===== src/rtl/riscv_dcache_pkg.sv =====
// Shared types for the L1 data cache miss controller.
package riscv_dcache_pkg;

   typedef enum logic [1:0] {
      IDLE,
      WRITEBACK,
      ALLOCATE,
      UPDATE
   } dcache_state_e;

   localparam int unsigned DCACHE_BEATS = 4;

endpackage


===== src/rtl/riscv_dcache_ctrl_if.sv =====
// Burst handshake between the dcache miss controller and the next memory level.
interface riscv_dcache_ctrl_if #(
   parameter int unsigned CNT_W = 2
);
   logic             mem_rd_req;
   logic             mem_wr_req;
   logic             mem_ack;
   logic             addr_sel_old;
   logic             refill_we;
   logic [CNT_W-1:0] beat_cnt;

   modport master (
      output mem_rd_req, mem_wr_req, addr_sel_old, refill_we, beat_cnt,
      input  mem_ack
   );

   modport slave (
      input  mem_rd_req, mem_wr_req, addr_sel_old, refill_we, beat_cnt,
      output mem_ack
   );
endinterface


===== src/rtl/riscv_dcache_beat_cnt.sv =====
// Beat offset within a cache line; wraps on the last beat of a burst.
module riscv_dcache_beat_cnt #(
   parameter int unsigned CNT_W = 2
) (
   input  logic             clk,
   input  logic             rst_n,
   input  logic             inc,
   input  logic             clear,
   output logic [CNT_W-1:0] cnt,
   output logic             last
);

   logic [CNT_W-1:0] cnt_q;
   logic [CNT_W-1:0] cnt_d;

   always_comb begin
      cnt_d = cnt_q;
      if (clear) begin
         cnt_d = '0;
      end else if (inc) begin
         cnt_d = cnt_q + CNT_W'(1);
      end
   end

   always_ff @(posedge clk) begin
      if (!rst_n) begin
         cnt_q <= '0;
      end else begin
         cnt_q <= cnt_d;
      end
   end

   assign cnt  = cnt_q;
   assign last = (cnt_q == '1);

endmodule


===== src/rtl/riscv_dcache_ctrl.sv =====
// Write-back, write-allocate L1 dcache miss controller: hit handling,
// victim writeback, line refill and tag update.
module riscv_dcache_ctrl
   import riscv_dcache_pkg::*;
#(
   parameter int unsigned BEATS = DCACHE_BEATS,
   parameter int unsigned CNT_W = $clog2(BEATS)
) (
   input  logic                clk,
   input  logic                rst_n,
   input  logic                cpu_rd_req,
   input  logic                cpu_wr_req,
   input  logic                hit,
   input  logic                dirty,
   output logic                stall,
   output logic                replace_tag,
   output logic                valid_in,
   output logic                dirty_in,
   output logic                cpu_data_we,
   riscv_dcache_ctrl_if.master mem
);

   dcache_state_e    state_q;
   dcache_state_e    state_d;
   logic             cnt_inc;
   logic             cnt_last;
   logic [CNT_W-1:0] cnt;

   riscv_dcache_beat_cnt #(.CNT_W(CNT_W)) u_beat_cnt (
      .clk   (clk),
      .rst_n (rst_n),
      .inc   (cnt_inc),
      .clear (cnt_inc && cnt_last),
      .cnt   (cnt),
      .last  (cnt_last)
   );

   assign mem.beat_cnt = cnt;

   always_ff @(posedge clk) begin
      if (!rst_n) begin
         state_q <= IDLE;
      end else begin
         state_q <= state_d;
      end
   end

   // Outputs are forced low during reset so nothing reaches the arrays or memory.
   always_comb begin
      state_d          = state_q;
      cnt_inc          = 1'b0;
      stall            = 1'b0;
      replace_tag      = 1'b0;
      valid_in         = 1'b0;
      dirty_in         = 1'b0;
      cpu_data_we      = 1'b0;
      mem.mem_rd_req   = 1'b0;
      mem.mem_wr_req   = 1'b0;
      mem.addr_sel_old = 1'b0;
      mem.refill_we    = 1'b0;
      if (rst_n) begin
         unique case (state_q)
            IDLE: begin
               if (cpu_rd_req || cpu_wr_req) begin
                  if (hit) begin
                     if (cpu_wr_req) begin
                        cpu_data_we = 1'b1;
                        replace_tag = 1'b1;
                        valid_in    = 1'b1;
                        dirty_in    = 1'b1;
                     end
                  end else begin
                     stall   = 1'b1;
                     state_d = dirty ? WRITEBACK : ALLOCATE;
                  end
               end
            end
            WRITEBACK: begin
               stall            = 1'b1;
               mem.mem_wr_req   = 1'b1;
               mem.addr_sel_old = 1'b1;
               cnt_inc          = mem.mem_ack;
               if (mem.mem_ack && cnt_last) begin
                  state_d = ALLOCATE;
               end
            end
            ALLOCATE: begin
               stall          = 1'b1;
               mem.mem_rd_req = 1'b1;
               mem.refill_we  = mem.mem_ack;
               cnt_inc        = mem.mem_ack;
               if (mem.mem_ack && cnt_last) begin
                  state_d = UPDATE;
               end
            end
            UPDATE: begin
               stall       = 1'b1;
               replace_tag = 1'b1;
               valid_in    = 1'b1;
               state_d     = IDLE;
            end
            default: state_d = IDLE;
         endcase
      end
   end

endmodule

===== src/flat_wrapper.sv =====
// flat-port wrapper written by rule: the top's interface ports become plain ports
module riscv_dcache_ctrl_flat import riscv_dcache_pkg::*;
#(
   parameter int unsigned BEATS = DCACHE_BEATS,
   parameter int unsigned CNT_W = $clog2(BEATS)
)
  (clk, rst_n, cpu_rd_req, cpu_wr_req, hit, dirty, stall, replace_tag, valid_in, dirty_in, cpu_data_we, mem_mem_rd_req, mem_mem_wr_req, mem_addr_sel_old, mem_refill_we, mem_beat_cnt, mem_mem_ack);
  riscv_dcache_ctrl_if #(.CNT_W(CNT_W)) mem_i ();
  input  logic clk;
  input  logic rst_n;
  input  logic cpu_rd_req;
  input  logic cpu_wr_req;
  input  logic hit;
  input  logic dirty;
  output logic stall;
  output logic replace_tag;
  output logic valid_in;
  output logic dirty_in;
  output logic cpu_data_we;
  output wire logic [$bits(mem_i.mem_rd_req)-1:0] mem_mem_rd_req;
  output wire logic [$bits(mem_i.mem_wr_req)-1:0] mem_mem_wr_req;
  output wire logic [$bits(mem_i.addr_sel_old)-1:0] mem_addr_sel_old;
  output wire logic [$bits(mem_i.refill_we)-1:0] mem_refill_we;
  output wire logic [$bits(mem_i.beat_cnt)-1:0] mem_beat_cnt;
  input wire logic [$bits(mem_i.mem_ack)-1:0] mem_mem_ack;
  assign mem_mem_rd_req = mem_i.mem_rd_req;
  assign mem_mem_wr_req = mem_i.mem_wr_req;
  assign mem_addr_sel_old = mem_i.addr_sel_old;
  assign mem_refill_we = mem_i.refill_we;
  assign mem_beat_cnt = mem_i.beat_cnt;
  assign mem_i.mem_ack = mem_mem_ack;
  riscv_dcache_ctrl #(.BEATS(BEATS), .CNT_W(CNT_W)) u_core (.clk(clk), .rst_n(rst_n), .cpu_rd_req(cpu_rd_req), .cpu_wr_req(cpu_wr_req), .hit(hit), .dirty(dirty), .stall(stall), .replace_tag(replace_tag), .valid_in(valid_in), .dirty_in(dirty_in), .cpu_data_we(cpu_data_we), .mem(mem_i));
endmodule

===== config.mk =====
export PLATFORM = sky130hd
export DESIGN_NAME = riscv_dcache_ctrl_flat
export DESIGN_NICKNAME = d
export VERILOG_FILES = /design/src/rtl/riscv_dcache_pkg.sv /design/src/rtl/riscv_dcache_ctrl_if.sv /design/src/rtl/riscv_dcache_beat_cnt.sv /design/src/rtl/riscv_dcache_ctrl.sv /design/src/flat_wrapper.sv
export SDC_FILE = /design/constraint.sdc
export NUM_CORES = 1
export LEC_CHECK = 0
export CORE_AREA = 2 2 39 41
export CTS_CLUSTER_DIAMETER = 100
export DETAILED_ROUTE_END_ITERATION = 16
export DIE_AREA = 0 0 41 43
export MAX_ROUTING_LAYER = met4
export REMOVE_ABC_BUFFERS = 1
export SLEW_MARGIN = 25
export SYNTH_ARGS = -nofsm -noshare
export SYNTH_HDL_FRONTEND = slang
export SYNTH_SLANG_ARGS = --single-unit

===== constraint.sdc =====
create_clock -name clk -period 1.8 [get_ports clk]
set_clock_uncertainty 0.15 [all_clocks]
set_input_delay 0.27 -clock clk [delete_from_list [all_inputs] [get_ports clk]]
set_output_delay 0.27 -clock clk [all_outputs]
set_load 0.02 [all_outputs]

==> results of run 1 <==
flip-flops by register name, indices dropped and copies added (netlist names):
| register | flops |
|---|---|
| u_core.state_q | 2 |
| u_core.u_beat_cnt.cnt | 2 |
through the flow:
| step | instance area [sq um] | worst slack, ns |
|---|---|---|
| after floorplan | 337.8 | -0.2901 |
| after global placement | 618.1 | -0.3273 |
| after detailed placement | 618.1 | -0.3377 |
| after CTS | 620.6 | -0.0006539 |
| after global routing | 613.1 | -0.05793 |
| final | 613.1 | 0.04975 |
cell type report:
class,count,area (sq um)
Clock buffer,3,22.52
Sequential cell,4,80.08
Fill cell,153,770.7
Timing Repair Buffer,29,227.7
Inverter,3,11.26
Multi-Input combinational cell,32,251.5
Tap cell,16,20.02
cells in the mapped netlist:
master / n / share of area
sky130_fd_sc_hd__a2bb2oi_1: 1 / 0.024
sky130_fd_sc_hd__nand4b_1: 1 / 0.024
sky130_fd_sc_hd__a31oi_1: 1 / 0.017
sky130_fd_sc_hd__o21bai_4: 1 / 0.052
sky130_fd_sc_hd__mux2i_1: 3 / 0.083
sky130_fd_sc_hd__inv_2: 1 / 0.010
sky130_fd_sc_hd__buf_4: 3 / 0.062
sky130_fd_sc_hd__a21oi_2: 1 / 0.024
sky130_fd_sc_hd__o211ai_1: 1 / 0.021
sky130_fd_sc_hd__and2_1: 2 / 0.035
sky130_fd_sc_hd__nand3_1: 1 / 0.014
sky130_fd_sc_hd__nor3_1: 1 / 0.014
sky130_fd_sc_hd__dfxtp_1: 4 / 0.22
sky130_fd_sc_hd__ha_1: 6 / 0.21
sky130_fd_sc_hd__nor2_1: 3 / 0.031
sky130_fd_sc_hd__and3_1: 1 / 0.017
sky130_fd_sc_hd__nand2_1: 5 / 0.052
sky130_fd_sc_hd__nand2b_1: 1 / 0.017
sky130_fd_sc_hd__a21o_1: 1 / 0.021
sky130_fd_sc_hd__a21oi_1: 2 / 0.028
sky130_fd_sc_hd__inv_1: 2 / 0.021
metal layers:
| layer | routed length [microns] | vias to the layer above |
|---|---|---|
| met1 | 390 | 169 |
| met4 | 10 | 0 |
| met3 | 42 | 2 |
| li1 | - | 203 |
| met2 | 393 | 10 |
| met5 | 0 | - |
cell families (layout without fill, tap and decap cells):
family / after synthesis / count (layout) / share of synthesized area
fa+ha+maj: 6 / 6 / 0.2083
flops: 4 / 4 / 0.2222
simple gates: 15 / 15 / 0.2049
buf+inv: 6 / 35 / 0.09374
mux: 3 / 3 / 0.08334
compound gates: 8 / 8 / 0.1875
what timing repair did:
item / 4_1_cts / 5_1_grt
endpoints found under the hold margin: 0 / 0
resized for setup: 22 / 9
pin swaps: 0 / 1
endpoints found under the setup margin: 9 / 8
worst reg2reg max path, delay by kind of cell, from the launching register on:
family | cells | cell delay, ns
adders and majority gates | 1 | 0.21
AOI/OAI and AO/OA | 2 | 0.32
buffers and inverters | 3 | 0.33
muxes | 1 | 0.21
DFF | 1 | 0.31
worst paths after layout:
kind | to | cells past startpoint
min | u_core.u_beat_cnt.cnt[1]$_SDFFE_PP0P_ | 2
min reg2reg | u_core.u_beat_cnt.cnt[1]$_SDFFE_PP0P_ | 2
max | cpu_data_we | 5
max reg2reg | u_core.state_q[1]$_SDFFE_PN0P_ | 7
power groups by stage:
stage	Combinational (W)	Clock, W	Sequential [W]
detailed placement	0.000500	0	0.000133
CTS	0.000478	0.000110	0.000132
global route	0.000534	0.000115	0.000135
global placement	0.000494	0	0.000132
finish	0.000478	0.000106	0.000132
floorplan	0.000242	0	0.000150
==> impl_metrics.py, run 1 <==
metrics = {
    "power_and_ir_drop": {
        "switching_share": 0.3942,
        "power_density_nw_per_um2": 1168,
        "vdd_drop_max_mv": 0.5341,
        "power.share.combinational": 0.668,
        "total_power_w": 0.0007161,
        "power.clock.fraction": 0.148,
        "power.leakage_nw": 0.3083,
        "share_seq_of_total_power": 0.184,
        "power.internal_w": 0.0004338,
        "switchingPower_w": 0.0002823,
    },
    "floorplan": {
        "core_region_area_sq_um": 1384,
        "design.die.area_sq_um": 1763,
        "die_x_microns": 41,
        "die_height_microns": 43,
        "initial_core_util": 0.2604,
        "placementRows": 14,
        "top_level_ports": 18,
    },
    "global_routing": {
        "groute.layer.met3.usage": 0.03141,
        "grt_start_max_net_pins": 7,
        "grt_use_total": 0.1193,
        "grt_antenna_before_repair": 0,
        "met2_usage": 0.1750,
        "globalRouteMet1Util": 0.1447,
        "via_count_of_the_first_global_routing_pass": 347,
        "grt_busiest_layer": "met2",
        "gr-total-overflow": 0,
        "grt_pass1_wl_microns": 1386,
    },
    "setup_path": {
        "crit_required_ns": 1.38,
        "slowest_delay_ns": 0.34,
        "cp_max_fo": 3,
        "slowest_stage_cell_on_the_critical_path": "sky130_fd_sc_hd__dlygate4sd2_1",
        "cp-end-kind": "output port",
        "reg2reg_setup_slack_ns": 0.19,
        "worst_path_dominant_cell_family": "buffers and inverters",
        "crit_path_buf_inv_count": 2,
        "critical_path.startpoint": "u_core.state_q[0]$_SDFFE_PN0P_",
        "reg2reg_from": "u_core.state_q[0]$_SDFFE_PN0P_",
        "worst-setup-path-type": "register to output port",
        "worst_ep_arrival_time_ns": 1.33,
        "worstPathCellList": "inv_1 > ha_1 > nand3_1 > nor2_1 > dlygate4sd2_1",
        "cp-start-kind": "register",
    },
    "finish": {
        "layout_common_cells": "sky130_fd_sc_hd__buf_4 (14), sky130_fd_sc_hd__clkdlybuf4s50_1 (8), sky130_fd_sc_hd__ha_1 (6)",
        "final_cell_count_no_fill": 87,
        "antenna_cells_inserted": 0,
        "fin_nets": 86,
        "final_util": 0.4430,
        "drive_above_1_share": 0.3662,
        "syn_to_final_growth_pct": 70.14,
        "final_common_cell": "sky130_fd_sc_hd__buf_4",
    },
    "timing": {
        "report.final.setup_viol": 0,
        "finalCriticalPeriod_ns": 1.750,
        "timing.hold.ws_ns": 0.3144,
        "tightest_slew_margin_relative_to_the_limit": 0.8594,
        "post_route_setup_tns_ns": 0,
        "max_slew.worst_pin.slew_ns": 0.2102,
        "final_min_period_over_clock_period": 0.9724,
        "report.final.hold_viol_count": 0,
        "maxSlewViolCount": 0,
        "grt_setup_unrepaired": "yes",
        "fmax_mhz": 571.3,
    },
    "route": {
        "wl_per_cell_microns": 9.609,
        "drt.antenna.violating_nets": 0,
        "drcViolationCount": 0,
        "drtPass1Iterations": 2,
        "drt-total-wl_microns": 836,
        "detail_route.vias_per_cell": 4.414,
        "detail_route.iter0.violations": 2,
        "via_count": 384,
    },
    "place": {
        "dp_cells": 84,
        "dp.final_hpwl_microns": 717.6,
        "place_congestion": 0.7229,
        "numPortBuffers": 17,
    },
    "hold_path": {
        "tightest_hold_check_type": "register to register",
        "min-delay-start": "u_core.u_beat_cnt.cnt[1]$_SDFFE_PP0P_",
    },
    "yosys": {
        "synthCells": 42,
        "yosys_register_bits": 4,
        "synth.yosys.seq_area_share": 0.2222,
        "post_synth_instance_area_sq_um": 360.3,
        "number_of_distinct_library_cells_after_synthesis": 21,
        "synth_area_per_cell_sq_um": 8.580,
        "synthesis.yosys.warnings": 0,
    },
    "clock_tree": {
        "clock_insertion_delay_worst_skew_ns": 0.23,
        "cts_hold_buffers": 0,
        "clock-root-buffer": "sky130_fd_sc_hd__clkbuf_4",
        "clk_path_buf_depth": 2,
        "tritoncts": "built",
        "number_of_sinks_handled_by_clock_tree_synthesis": 4,
        "post_cts_buffers": 0,
        "tritoncts.num_buffers": 3,
        "h_tree_levels": 1,
        "path_clk_slew_ns": 0.04,
    },
    "flow_run": {
        "cap_violations": 0,
    },
    "run_status": {
        "status": "finished, final reports clean",
    },
}
Note: power is estimated with default switching activity, not from simulation.
==> inputs of run 2 (changes only) <==
CAP_MARGIN = 30   (was default)
==> results of run 2 <==
The final DEF is identical to that of run 1; final timing and power are the same.
==> inputs of run 3 (changes only) <==
CELL_PAD_IN_SITES_DETAIL_PLACEMENT = 0   (was default)
CELL_PAD_IN_SITES_GLOBAL_PLACEMENT = 1   (was default)
CORE_AREA = default   (was 2 2 39 41)
CORE_MARGIN = 2   (was default)
CORE_UTILIZATION = 26   (was default)
DIE_AREA = default   (was 0 0 41 43)
GPL_ROUTABILITY_DRIVEN = 0   (was default)
PLACE_DENSITY_LB_ADDON = 0.1   (was default)
RECOVER_POWER = 50   (was default)
==> impl_metrics.py, run 3 (synthesis results as in run 1) <==
metrics = {
    "route": {
        "detail_route.vias_per_cell": 4.581,
        "wl_per_cell_microns": 11.17,
        "drcViolationCount": 0,
        "drt.antenna.violating_nets": 0,
        "drtPass1Iterations": 2,
        "detail_route.iter0.violations": 5,
        "via_count": 394,
        "drt-total-wl_microns": 961,
    },
    "power_and_ir_drop": {
        "total_power_w": 0.0007052,
        "vdd_drop_max_mv": 0.5036,
        "power.leakage_nw": 0.3063,
        "power_density_nw_per_um2": 1174,
    },
    "finish": {
        "antenna_cells_inserted": 0,
        "layout.area.seq_sq_um": 80.08,
        "fin_nets": 86,
        "final_common_cell": "sky130_fd_sc_hd__buf_4",
        "layout_common_cells": "sky130_fd_sc_hd__buf_4 (13), sky130_fd_sc_hd__ha_1 (6), sky130_fd_sc_hd__clkdlybuf4s50_1 (6)",
        "drive_above_1_share": 0.3803,
        "layout.filler_cells": 158,
        "syn_to_final_growth_pct": 66.67,
        "multi_input_logic_area_sq_um": 251.5,
    },
    "floorplan": {
        "design.die.area_sq_um": 1700,
        "placementRows": 13,
        "initial_core_util": 0.2769,
        "die_x_microns": 41.23,
        "top_level_ports": 18,
        "core_region_area_sq_um": 1301,
        "die_height_microns": 41.23,
    },
    "place": {
        "dp.final_hpwl_microns": 833.6,
        "numPortBuffers": 17,
    },
    "clock_tree": {
        "h_tree_levels": 1,
        "post_cts_buffers": 0,
        "tritoncts": "built",
        "clock_insertion_delay_worst_skew_ns": 0.23,
        "clk_path_buf_depth": 2,
        "cts_hold_buffers": 0,
        "clock-root-buffer": "sky130_fd_sc_hd__clkbuf_4",
        "tritoncts.num_buffers": 3,
        "path_clk_slew_ns": 0.04,
        "number_of_sinks_handled_by_clock_tree_synthesis": 4,
    },
    "timing": {
        "fmax_mhz": 581.3,
        "timing.hold.ws_ns": 0.3176,
        "max_slew.worst_pin.slew_ns": 0.2342,
        "final_min_period_over_clock_period": 0.9556,
        "report.final.setup_viol": 0,
        "finalCriticalPeriod_ns": 1.720,
        "maxSlewViolCount": 0,
        "report.final.hold_viol_count": 0,
        "grt_setup_unrepaired": "no",
        "tightest_slew_margin_relative_to_the_limit": 0.8434,
    },
    "global_routing": {
        "grt_start_max_net_pins": 7,
        "via_count_of_the_first_global_routing_pass": 367,
        "grt_pass1_wl_microns": 1504,
        "gr-total-overflow": 0,
        "grt_antenna_before_repair": 0,
        "grt_use_total": 0.1461,
    },
    "setup_path": {
        "cp_max_fo": 2,
        "reg2reg_setup_slack_ns": 0.19,
        "cp-start-kind": "register",
        "cp-end-kind": "output port",
        "worst_ep_arrival_time_ns": 1.30,
        "crit_required_ns": 1.38,
        "worst-setup-path-type": "register to output port",
    },
    "run_status": {
        "status": "finished, final reports clean",
    },
    "hold_path": {
        "tightest_hold_check_type": "register to register",
    },
    "flow_run": {
        "cap_violations": 0,
    },
}
==> run 3: changes by cell type in the layout (fill, tap and decap cells not counted) <==
cell | before | now
sky130_fd_sc_hd__buf_2 | 1 | 3
sky130_fd_sc_hd__clkdlybuf4s50_1 | 8 | 6
sky130_fd_sc_hd__dlygate4sd2_1 | 2 | 0
sky130_fd_sc_hd__dlygate4sd3_1 | 0 | 2
sky130_fd_sc_hd__buf_4 | 14 | 13
sky130_fd_sc_hd__clkbuf_1 | 0 | 1
==> run 3: critical path, cell delays in order (launching register included) <==
cell and delay (ns):
sky130_fd_sc_hd__dfxtp_1 0.33, sky130_fd_sc_hd__inv_1 0.07, sky130_fd_sc_hd__ha_1 0.32, sky130_fd_sc_hd__nor3_2 0.19, sky130_fd_sc_hd__buf_4 0.17
==> run 3: final cells by class <==
cell class                 instances  share of cell area
clock buffer                       3             0.03750
inverter                           3             0.01875
tap                               15             0.03125
sequential                         4              0.1333
timing repair buffer              29              0.3604
multi-input combinational         32              0.4187
==> run 3: timing repair <==
item / 4_1_cts / 5_1_grt
hold endpoints to repair: 0 / 0
pin swaps: 0 / 1
resized for setup: 26 / 11
setup endpoints to repair: 9 / 9
==> run 3: final timing paths <==
kind / start / cells past startpoint / endpoint
setup / recovery: u_core.state_q[0]$_SDFFE_PN0P_ / 4 / replace_tag
hold / removal: u_core.u_beat_cnt.cnt[1]$_SDFFE_PP0P_ / 2 / u_core.u_beat_cnt.cnt[1]$_SDFFE_PP0P_
setup reg to reg: u_core.state_q[0]$_SDFFE_PN0P_ / 7 / u_core.state_q[0]$_SDFFE_PN0P_
hold reg to reg: u_core.u_beat_cnt.cnt[1]$_SDFFE_PP0P_ / 2 / u_core.u_beat_cnt.cnt[1]$_SDFFE_PP0P_
==> run 3: metrics by stage <==
step,cell area [sq um],TNS (ns),worst slack (ns),std cells,utilization
6_report,600.6,0,0.07985,86,0.4615
5_1_grt,600.6,0,0.007886,86,0.4615
4_1_cts,635.6,-0.09181,-0.04606,86,0.4885
3_5_place_dp,616.8,-2.791,-0.3525,83,0.4740
3_3_place_gp,616.8,-2.521,-0.3143,83,0.4740
2_1_floorplan,337.8,-0.5802,-0.2901,39,-
==> run 3: per-layer routing <==
| metal | GRT usage | vias to the layer above | share of wire |
|---|---|---|---|
| met3 | 0.04348 | 0 | 0.085 |
| met4 | 0.09677 | 0 | 0 |
| met1 | 0.1442 | 175 | 0.41 |
| met5 | - | - | 0 |
| met2 | 0.2461 | 13 | 0.50 |
| li1 | - | 206 | - |
==> run 3: power breakdown <==
part,total [W],internal [W],switching (W)
Combinational,0.000466,0.000228,0.000238
Sequential,0.000132,0.000116,0.0000169
Clock,0.000107,0.0000743,0.0000326
